File: src/rtl/serial_tx_sched.sv
// Round-robin scheduler sharing one word serializer between two requesters.
// Sequences start/done per word, enforces a guard gap and abandons stalled words.
module serial_tx_sched #(
  parameter int unsigned DATA_W     = 32,
  parameter int unsigned GAP_CYCLES = 4,
  parameter int unsigned TIMEOUT    = 1024
) (
  input  logic              CLK,
  input  logic              CLR,
  input  logic              req0_valid,
  input  logic [DATA_W-1:0] req0_data,
  output logic              req0_ready,
  input  logic              req1_valid,
  input  logic [DATA_W-1:0] req1_data,
  output logic              req1_ready,
  output logic              ser_start,
  output logic [DATA_W-1:0] ser_data,
  input  logic              ser_done,
  output logic              grant_id,
  output logic              busy,
  output logic              timeout_err,
  output logic [15:0]       tx_count
);

  localparam int unsigned WAIT_W = (TIMEOUT > 1) ? $clog2(TIMEOUT) : 1;
  localparam int unsigned GAP_W  = (GAP_CYCLES > 1) ? $clog2(GAP_CYCLES) : 1;
  localparam logic [WAIT_W-1:0] WAIT_LAST = WAIT_W'(TIMEOUT - 1);
  localparam logic [GAP_W-1:0]  GAP_LAST  = GAP_W'((GAP_CYCLES > 0) ? GAP_CYCLES - 1 : 0);

  typedef enum logic [1:0] {S_IDLE, S_START, S_WAIT, S_GAP} state_t;

  state_t              r_state;
  logic                r_ser_start;
  logic [DATA_W-1:0]   r_ser_data;
  logic                r_grant_id;
  logic                r_last_grant;
  logic                r_busy;
  logic                r_timeout_err;
  logic [15:0]         r_tx_count;
  logic [WAIT_W-1:0]   r_wait_cnt;
  logic [GAP_W-1:0]    r_gap_cnt;

  logic w_idle;
  logic w_win1;
  logic w_accept;
  logic w_word_end;

  // Requester 1 wins when alone, or when both ask and requester 0 was served last.
  assign w_idle     = (r_state == S_IDLE);
  assign w_win1     = req1_valid & (~req0_valid | ~r_last_grant);
  assign req1_ready = w_idle & w_win1;
  assign req0_ready = w_idle & req0_valid & ~w_win1;
  assign w_accept   = req0_ready | req1_ready;
  assign w_word_end = (r_state == S_WAIT) & (ser_done | (r_wait_cnt == WAIT_LAST));

  always_ff @(posedge CLK) begin
    if (CLR) begin
      r_state       <= S_IDLE;
      r_ser_start   <= 1'b0;
      r_ser_data    <= '0;
      r_grant_id    <= 1'b0;
      r_last_grant  <= 1'b1;
      r_busy        <= 1'b0;
      r_timeout_err <= 1'b0;
      r_tx_count    <= '0;
      r_wait_cnt    <= '0;
      r_gap_cnt     <= '0;
    end else begin
      r_ser_start   <= 1'b0;
      r_timeout_err <= 1'b0;
      case (r_state)
        S_IDLE: begin
          if (w_accept) begin
            r_ser_data  <= w_win1 ? req1_data : req0_data;
            r_grant_id  <= w_win1;
            r_ser_start <= 1'b1;
            r_busy      <= 1'b1;
            r_state     <= S_START;
          end
        end
        S_START: begin
          r_wait_cnt <= '0;
          r_state    <= S_WAIT;
        end
        S_WAIT: begin
          r_wait_cnt <= r_wait_cnt + 1'b1;
          // Done wins over a coincident expiry; the word then counts and no error pulses.
          if (w_word_end) begin
            r_last_grant  <= r_grant_id;
            r_tx_count    <= r_tx_count + {15'd0, ser_done};
            r_timeout_err <= ~ser_done;
            r_gap_cnt     <= '0;
            if (GAP_CYCLES == 0) begin
              r_state <= S_IDLE;
              r_busy  <= 1'b0;
            end else begin
              r_state <= S_GAP;
            end
          end
        end
        S_GAP: begin
          if (r_gap_cnt == GAP_LAST) begin
            r_state <= S_IDLE;
            r_busy  <= 1'b0;
          end else begin
            r_gap_cnt <= r_gap_cnt + 1'b1;
          end
        end
        default: begin
          r_state <= S_IDLE;
          r_busy  <= 1'b0;
        end
      endcase
    end
  end

  assign ser_start   = r_ser_start;
  assign ser_data    = r_ser_data;
  assign grant_id    = r_grant_id;
  assign busy        = r_busy;
  assign timeout_err = r_timeout_err;
  assign tx_count    = r_tx_count;

endmodule
File: config.mk
export PLATFORM = sky130hd
export DESIGN_NAME = serial_tx_sched
export DESIGN_NICKNAME = d
export VERILOG_FILES = /design/src/rtl/serial_tx_sched.sv
export SDC_FILE = /design/constraint.sdc
export NUM_CORES = 1
export LEC_CHECK = 0
export CORE_MARGIN = 2
export CORE_UTILIZATION = 44
export DETAILED_ROUTE_END_ITERATION = 8
export GPL_ROUTABILITY_DRIVEN = 0
export PLACE_DENSITY = 0.81
export RECOVER_POWER = 100
export SYNTH_ARGS = -nofsm -noshare
export SYNTH_HDL_FRONTEND = slang
export SYNTH_SLANG_ARGS = --single-unit
File: constraint.sdc
create_clock -name CLK -period 2.2 [get_ports CLK]
set_input_delay 0.44 -clock CLK [delete_from_list [all_inputs] [get_ports CLK]]
set_output_delay 0.44 -clock CLK [all_outputs]
set_load 0.05 [all_outputs]
==> Flow_metrics.wiki, run 1 <==
{| class="wikitable"
! Metric !! Value
|-
| Outcome || complete, no violations
|-
| Internal || 2.96 mW
|-
| IR Drop Worst-Case VDD || 0.581 mV
|-
| Routed wire length || 7.59 mm
|-
| Num Clock Sinks || 67
|-
| I/O pins || between 100 and 150
|-
| Core outline area || 0.00683 mm²
|-
| Share of the synthesized area in the top cell type || 0.429
|-
| Die area || a little under 0.008 mm²
|-
| Number of global-route vias before repair || 2801
|-
| Area added between synthesis and finish || 49.7%
|-
| Commonest cells after routing, fill and taps aside || sky130_fd_sc_hd__clkdlybuf4s50_1, sky130_fd_sc_hd__dfxtp_1, sky130_fd_sc_hd__dlygate4sd3_1, sky130_fd_sc_hd__nor2_1, sky130_fd_sc_hd__mux2i_1
|-
| Crit path required time || 1.76 ns
|-
| Power per unit of standard cell area || 1060 mW/mm²
|-
| Clock transition time at the flip-flop clock pins of the worst setup and hold paths || 0.07 ns
|-
| Setup crit start kind || flip-flop
|-
| Synth top area cells || sky130_fd_sc_hd__dfxtp_1, sky130_fd_sc_hd__mux2i_1, sky130_fd_sc_hd__a211oi_1
|-
| Detail-routed net length per standard cell || between 10 and 15 µm
|-
| Cell count after synthesis || 336
|-
| Summed negative setup slack over all endpoints || 0 ns
|-
| Share of total power consumed by net switching || 0.403
|-
| Warnings, synthesis || 0
|-
| Number of pins exceeding their max-slew limit in the final report || 0
|-
| Layout Utilization || 0.685
|-
| Number of nets in the synthesized netlist || 413
|-
| Global router's overall resource usage || 0.206
|-
| Startpoint of the worst hold path || busy$_SDFFE_PP0P_
|-
| Height of the chip || ~88 µm
|-
| CTS root buffer || sky130_fd_sc_hd__clkbuf_8
|-
| CTS tree || yes
|-
| Critical path's top delay family || buffers and inverters
|-
| Number of detailed-routing iterations run before antenna repair || 4
|-
| Critical path startpoint || tx_count[11]$_SDFFE_PP0P_
|-
| Placed wire-length estimate after detailed placement || around 5.6 mm
|-
| Antenna violations before repair || 0
|-
| H-tree lvl count || 3
|-
| Path class of the lowest-slack min-delay path || reg2reg
|-
| Number of stages on the worst setup path || 1
|-
| Final-stage net count || 536
|-
| Most common cell after layout, fill and taps aside || sky130_fd_sc_hd__clkdlybuf4s50_1
|-
| Number of distinct library cells after synthesis || 41
|-
| Critical path type || reg2out
|-
| R2R depth || 6
|-
| Sequential share of the synthesized area || 0.429
|-
| Unrepaired setup endpoints after global routing || false
|-
| Total via count after detailed routing || 2925
|-
| Site Rows || 30
|-
| Clock Skews || 0.00797 ns
|-
| Number of max-capacitance violations reported || 0
|-
| Leakage power total || between 1.5 and 2 nW
|-
| First-pass GRT wire length || 12.6 mm
|-
| Slowest library cell on the worst path || sky130_fd_sc_hd__dlygate4sd3_1
|-
| Diodes inserted || 0
|-
| Overall overflow remaining after global route || 0
|-
| Maximum clock frequency || ~0.47 GHz
|-
| Register-to-register setup slack || 0.27 ns
|-
| Delay of the slowest critical-path stage || 0.91 ns
|-
| Share of power burned in combinational logic || 0.429
|-
| Signal arrival time at the worst endpoint || approximately 1.7 ns
|-
| Maximum number of pins on one net before global-route repair || 64
|-
| Buffers plus inverters on the worst setup path || 1
|-
| Sequential share of power || 0.322
|-
| Final worst path period need || ~2.1 ns
|-
| Die W || 88.3 µm
|-
| Netlist Area Pre-Place || around 0.0031 mm²
|-
| Final Hold Violating Endpoints || 0
|-
| Port Buffers || 122
|-
| Number of synthesized register bits || 67
|-
| Max_slew headroom || 0.591
|-
| Share of total power in the clock network || 0.250
|-
| Share of the clock period used by the worst path after layout || 0.964
|-
| Setup-failing EPs final || 0
|-
| DRC Markers || 0
|-
| First-iteration detailed-routing DRC count || between 90 and 100
|-
| Number of placed instances with taps included || 544
|-
| Highest fanout seen on the critical path || 6
|-
| Initial core utilization || 0.458
|-
| CP cell instances || dlygate4sd3_1
|-
| Share of post-route cells with drive strength above 1 || 0.0690
|-
| Synth area leader || sky130_fd_sc_hd__dfxtp_1
|-
| Post-CTS setup-driven buffer insertion count || 0
|-
| Number of cells in the finished layout apart from fillers || 560
|-
| Type of element capturing the critical path || output port
|-
| Reg-to-Reg Start || r_state[0]$_SDFFE_PP0P_
|-
| Number of hold buffers added after cts || 0
|-
| Syn avg cell area || 9.30 µm²
|-
| Insertion delay of the later-clocked pin in the worst-skew pair || roughly 0.33 ns
|-
| Vias per cell || 5.22
|-
| Residual antenna-violating net count after detailed routing || 0
|-
| Number of cells on the worst hold path || 2
|-
| TritonCTS buffer count || 9
|-
| Number of gates resized after CTS || 0
|-
| Total net switching power || between 1.5 and 2 mW
|-
| Transition time at the pin with the least slew margin || 0.613 ns
|-
| Clock Path Buffers || 2
|}
final timing paths:
path                                    end
setup / recovery               tx_count[11]
hold / removal            busy$_SDFFE_PP0P_
setup reg to reg  tx_count[12]$_SDFFE_PP0P_
hold reg to reg           busy$_SDFFE_PP0P_
state kept, by name, indices dropped and copies added, names as in the netlist:
signal,count
ser_data,32
tx_count,16
r_wait_cnt,10
r_gap_cnt,2
r_state,2
busy,1
grant_id,1
r_last_grant,1
ser_start,1
timeout_err,1
tightest hold or removal path: stages (launching register included):
cell                      delay [ns]
sky130_fd_sc_hd__dfxtp_1        0.32
sky130_fd_sc_hd__nand2_1        0.05
sky130_fd_sc_hd__a21oi_1        0.05
kinds of logic (layout without fill, tap and decap cells):
kind of cell	after synthesis	in the layout	synth area share
compound gates	80	80	0.178
xor+xnor	8	8	0.0224
fa+ha+maj	8	8	0.0320
buf+inv	26	154	0.0436
flops	67	67	0.429
mux	37	37	0.119
simple gates	110	110	0.176
per-layer routing:
layer	share of wire	global-route usage	wire (µm)	vias to the layer above
met5	0	0	0	-
met4	0.021	0.101	160	0
met3	0.093	0.0793	708	11
li1	-	-	-	1485
met2	0.48	0.343	3640	95
met1	0.41	0.232	3080	1334
synthesized netlist by cell type:
master                      number
sky130_fd_sc_hd__nand2_1        11
sky130_fd_sc_hd__nand4_1         5
sky130_fd_sc_hd__o21ai_1         1
sky130_fd_sc_hd__o21ai_0        12
sky130_fd_sc_hd__o311ai_0        1
sky130_fd_sc_hd__a211oi_1       32
sky130_fd_sc_hd__ha_1            8
sky130_fd_sc_hd__nor2b_1         3
sky130_fd_sc_hd__or4_1           6
sky130_fd_sc_hd__dfxtp_1        67
sky130_fd_sc_hd__a21oi_1        19
sky130_fd_sc_hd__or3_1           8
sky130_fd_sc_hd__or4b_1          1
sky130_fd_sc_hd__mux2_2          1
sky130_fd_sc_hd__xor2_1          4
sky130_fd_sc_hd__nor2_1         49
sky130_fd_sc_hd__a41oi_4         1
sky130_fd_sc_hd__nand2b_1        2
sky130_fd_sc_hd__a2bb2oi_1       1
sky130_fd_sc_hd__mux2i_1        36
sky130_fd_sc_hd__inv_1           6
sky130_fd_sc_hd__buf_6           2
sky130_fd_sc_hd__xnor2_1         4
sky130_fd_sc_hd__a31oi_1         1
sky130_fd_sc_hd__clkbuf_1        9
sky130_fd_sc_hd__and3_1          4
sky130_fd_sc_hd__nor3_1          2
sky130_fd_sc_hd__a21boi_0        1
sky130_fd_sc_hd__buf_4           2
sky130_fd_sc_hd__nor4_1          2
sky130_fd_sc_hd__and4_1          3
sky130_fd_sc_hd__nand3_1         9
sky130_fd_sc_hd__buf_2           4
sky130_fd_sc_hd__buf_8           1
sky130_fd_sc_hd__and2_1          3
sky130_fd_sc_hd__buf_1           2
sky130_fd_sc_hd__o21bai_1        1
sky130_fd_sc_hd__o21a_1          2
sky130_fd_sc_hd__a31oi_4         1
sky130_fd_sc_hd__o31ai_1         7
sky130_fd_sc_hd__and4_2          2
cell type report:
cell class	count	area [µm²]
clock buffers	12	145
clock inverters	4	97.6
fillers	557	2150
inverters	6	22.5
multi-input cells	243	1660
flip-flops and latches	67	1340
well taps	96	120
repair buffers	132	1290
power by group through the flow:
stage	Combinational (mW)	Sequential, mW	Clock (mW)
global placement	2.22	1.62	0
finish	2.12	1.59	1.24
CTS	2.26	1.61	1.26
floorplan	0.717	2.40	0
detailed placement	2.25	1.63	0
global route	2.28	1.63	1.30
metrics by stage:
stage | setup slack [ns] | area [µm²] | power, mW | hold slack, ns
finish | 0.0783 | 4680 | 4.95 | 0.468
global placement | -0.0654 | 4460 | 3.84 | 0.459
CTS | 0.0747 | 4700 | 5.12 | 0.475
detailed placement | -0.109 | 4460 | 3.88 | 0.466
floorplan | 0.174 | 3130 | 3.12 | 0.439
global route | 0.0329 | 4680 | 5.22 | 0.492
Power figures use the tool's default switching activity.
==> inputs of run 2 (changes only) <==
Settings changed: CORE_UTILIZATION 44 to 47, PLACE_DENSITY 0.81 to 0.86.
Clock period 2.2 ns to 2.6 ns, I/O delays scaled along.
==> run 2 against run 1 <==
Against the previous run:
- setup slack better by 0.24 ns
- largest cell class unchanged
- via count increased by 0.82%
- hold slack improved by 0.0025 ns
- global-route usage up 0.54 points
- non-clock buffer count decreased by 4
- die area decreased by 6.1%
- clock skew rose by 0.0017 ns
==> Flow_metrics.wiki, run 2 (synthesis gave the netlist of run 1 again) <==
{| class="wikitable"
! Metric !! Value
|-
| Final-stage net count || 532
|-
| Clock transition time at the flip-flop clock pins of the worst setup and hold paths || roughly 0.07 ns
|-
| Share of post-route cells with drive strength above 1 || 0.0609
|-
| Setup-failing EPs final || 0
|-
| Slowest library cell on the worst path || sky130_fd_sc_hd__clkbuf_2
|-
| CP cell instances || clkdlybuf4s50_1 > a21boi_4 > clkbuf_2 > mux2i_1 > a211oi_1
|-
| Delay of the slowest critical-path stage || 0.70 ns
|-
| Most common cell after layout, fill and taps aside || sky130_fd_sc_hd__dfxtp_1
|-
| Summed negative setup slack over all endpoints || 0 ns
|-
| Number of max-capacitance violations reported || 0
|-
| Post-layout worst setup margin || roughly 0.31 ns
|-
| Vias per cell || roughly 5.5
|-
| Share of total power in the clock network || 0.229
|-
| Post-CTS setup-driven buffer insertion count || 0
|-
| Die W || approximately 86 µm
|-
| Worst setup slack before clock tree synthesis || 0.178 ns
|-
| Final worst path period need || 2.29 ns
|-
| Power per unit of standard cell area || 899 mW/mm²
|-
| Transition time at the pin with the least slew margin || between 1 and 1.5 ns
|-
| Critical path type || in2reg
|-
| Number of cells in the finished layout apart from fillers || 537
|-
| Number of detailed-routing iterations run before antenna repair || 4
|-
| Highest fanout seen on the critical path || 28
|-
| Insertion delay of the later-clocked pin in the worst-skew pair || 0.34 ns
|-
| Type of element capturing the critical path || flip-flop
|-
| H-tree lvl count || 3
|-
| Diodes inserted || 0
|-
| CTS root buffer || sky130_fd_sc_hd__clkbuf_8
|-
| Num Clock Sinks || 67
|-
| First-iteration detailed-routing DRC count || approximately 110
|-
| Area added between synthesis and finish || 47.2%
|-
| Sequential share of power || 0.327
|-
| Number of placed instances with taps included || approximately 520
|-
| Maximum clock frequency || 0.438 GHz
|-
| Setup crit start kind || input pin
|-
| Buffers plus inverters on the worst setup path || 2
|-
| Total via count after detailed routing || 2949
|-
| CTS tree || yes
|-
| Total net switching power || 1.73 mW
|-
| Share of total power consumed by net switching || 0.419
|-
| Outcome || complete, no violations
|-
| Placed wire-length estimate after detailed placement || 5.67 mm
|-
| Overall overflow remaining after global route || 0
|-
| Share of power burned in combinational logic || 0.443
|-
| Residual antenna-violating net count after detailed routing || 0
|-
| Number of inserted filler cells in the final layout || 469
|-
| Antenna violations before repair || 0
|-
| Clock Path Buffers || 2
|-
| Maximum number of pins on one net before global-route repair || 37
|-
| Routed wire length || 7.68 mm
|-
| Critical path's top delay family || buffers and inverters
|-
| Height of the chip || 85.5 µm
|-
| Share of the clock period used by the worst path after layout || 0.879
|-
| TritonCTS buffer count || 9
|-
| Unrepaired setup endpoints after global routing || false
|-
| Site Rows || 29
|-
| Global router's overall resource usage || 0.212
|-
| Detail-routed net length per standard cell || 14.3 µm
|-
| Crit path required time || 2.82 ns
|-
| Number of global-route vias before repair || roughly 2700
|-
| Core outline area || 0.00639 mm²
|-
| Leakage power total || 1.83 nW
|-
| Number of gates resized after CTS || 0
|-
| Initial core utilization || 0.489
|-
| Final Hold Violating Endpoints || 0
|-
| Die area || 0.00732 mm²
|-
| Internal || 2.40 mW
|-
| Commonest cells after routing, fill and taps aside || sky130_fd_sc_hd__dfxtp_1, sky130_fd_sc_hd__clkdlybuf4s50_1, sky130_fd_sc_hd__dlygate4sd3_1, sky130_fd_sc_hd__nor2_1, sky130_fd_sc_hd__mux2i_1
|-
| IR Drop Worst-Case VDD || 0.597 mV
|-
| I/O pins || 123
|-
| Flip-flop count of the largest register after layout || 32
|-
| First-pass GRT wire length || 12.4 mm
|-
| Smallest hold slack || 0.471 ns
|-
| Number of pins exceeding their max-slew limit in the final report || 0
|-
| Number of hold buffers added after cts || 0
|-
| Path class of the lowest-slack min-delay path || reg2reg
|-
| Signal arrival time at the worst endpoint || 2.50 ns
|-
| Port Buffers || approximately 120
|-
| Max_slew headroom || 0.126
|-
| Clock Skews || 0.00970 ns
|-
| Total Power Consumption || slightly above 4 mW
|-
| DRC Markers || 0
|}
-- run 2: cell count changes in the layout (fill, tap and decap cells not counted), moves of 2 or more --
cell	previous run	this run
sky130_fd_sc_hd__clkinv_4	0	2
sky130_fd_sc_hd__dlygate4sd3_1	51	53
sky130_fd_sc_hd__buf_4	8	4
sky130_fd_sc_hd__clkdlybuf4s50_1	68	66
-- run 2: power groups by stage --
stage | logic, mW | registers [mW] | clock network, mW
finish | 1.83 | 1.35 | 0.948
global route | 1.96 | 1.38 | 1.01
CTS | 1.92 | 1.36 | 0.963
detailed placement | 1.91 | 1.38 | 0
global placement | 1.88 | 1.37 | 0
floorplan | 0.607 | 2.03 | 0
-- run 2: path summary, 6_finish.rpt --
path | start | cells after the start | slack, ns | endpoint
worst min-delay path | busy$_SDFFE_PP0P_ | 2 | 0.47 | busy$_SDFFE_PP0P_
worst min register to register | busy$_SDFFE_PP0P_ | 2 | 0.47 | busy$_SDFFE_PP0P_
worst max-delay path | req0_valid | 5 | 0.31 | ser_data[1]$_SDFFE_PP0P_
worst max register to register | r_state[1]$_SDFFE_PP0P_ | 6 | 0.51 | ser_data[1]$_SDFFE_PP0P_
-- run 2: per-layer routing --
| layer | up-vias | routed length (µm) | global-route usage |
|---|---|---|---|
| met5 | - | 0 | 0 |
| li1 | 1465 | - | - |
| met3 | 10 | 680 | 0.0780 |
| met1 | 1361 | 3240 | 0.257 |
| met4 | 0 | 110 | 0.0765 |
| met2 | 113 | 3660 | 0.345 |
-- run 2: metrics by stage --
step	utilization	area, µm²
detailed placement	0.689	4400
global placement	0.689	4400
finish	0.720	4600
global route	0.720	4600
CTS	0.723	4620
floorplan	-	3130
-- run 2: cell type report --
type	instances	area, µm²	area share
inverter	6	22.5	0.00490
clock inverter	6	90.1	0.0196
multi-input combinational	243	1650	0.358
sequential	67	1340	0.292
tap	77	96.3	0.0209
timing repair buffer	128	1270	0.277
clock buffer	10	128	0.0277
-- run 2: worst register-to-register path: stages, from the launching register on --
cell and delay, ns:
sky130_fd_sc_hd__dfxtp_1 0.34, sky130_fd_sc_hd__inv_1 0.10, sky130_fd_sc_hd__ha_1 0.29, sky130_fd_sc_hd__o21a_1 0.62, sky130_fd_sc_hd__buf_12 0.27, sky130_fd_sc_hd__nor2_1 0.08
sky130_fd_sc_hd__a211oi_1 0.28
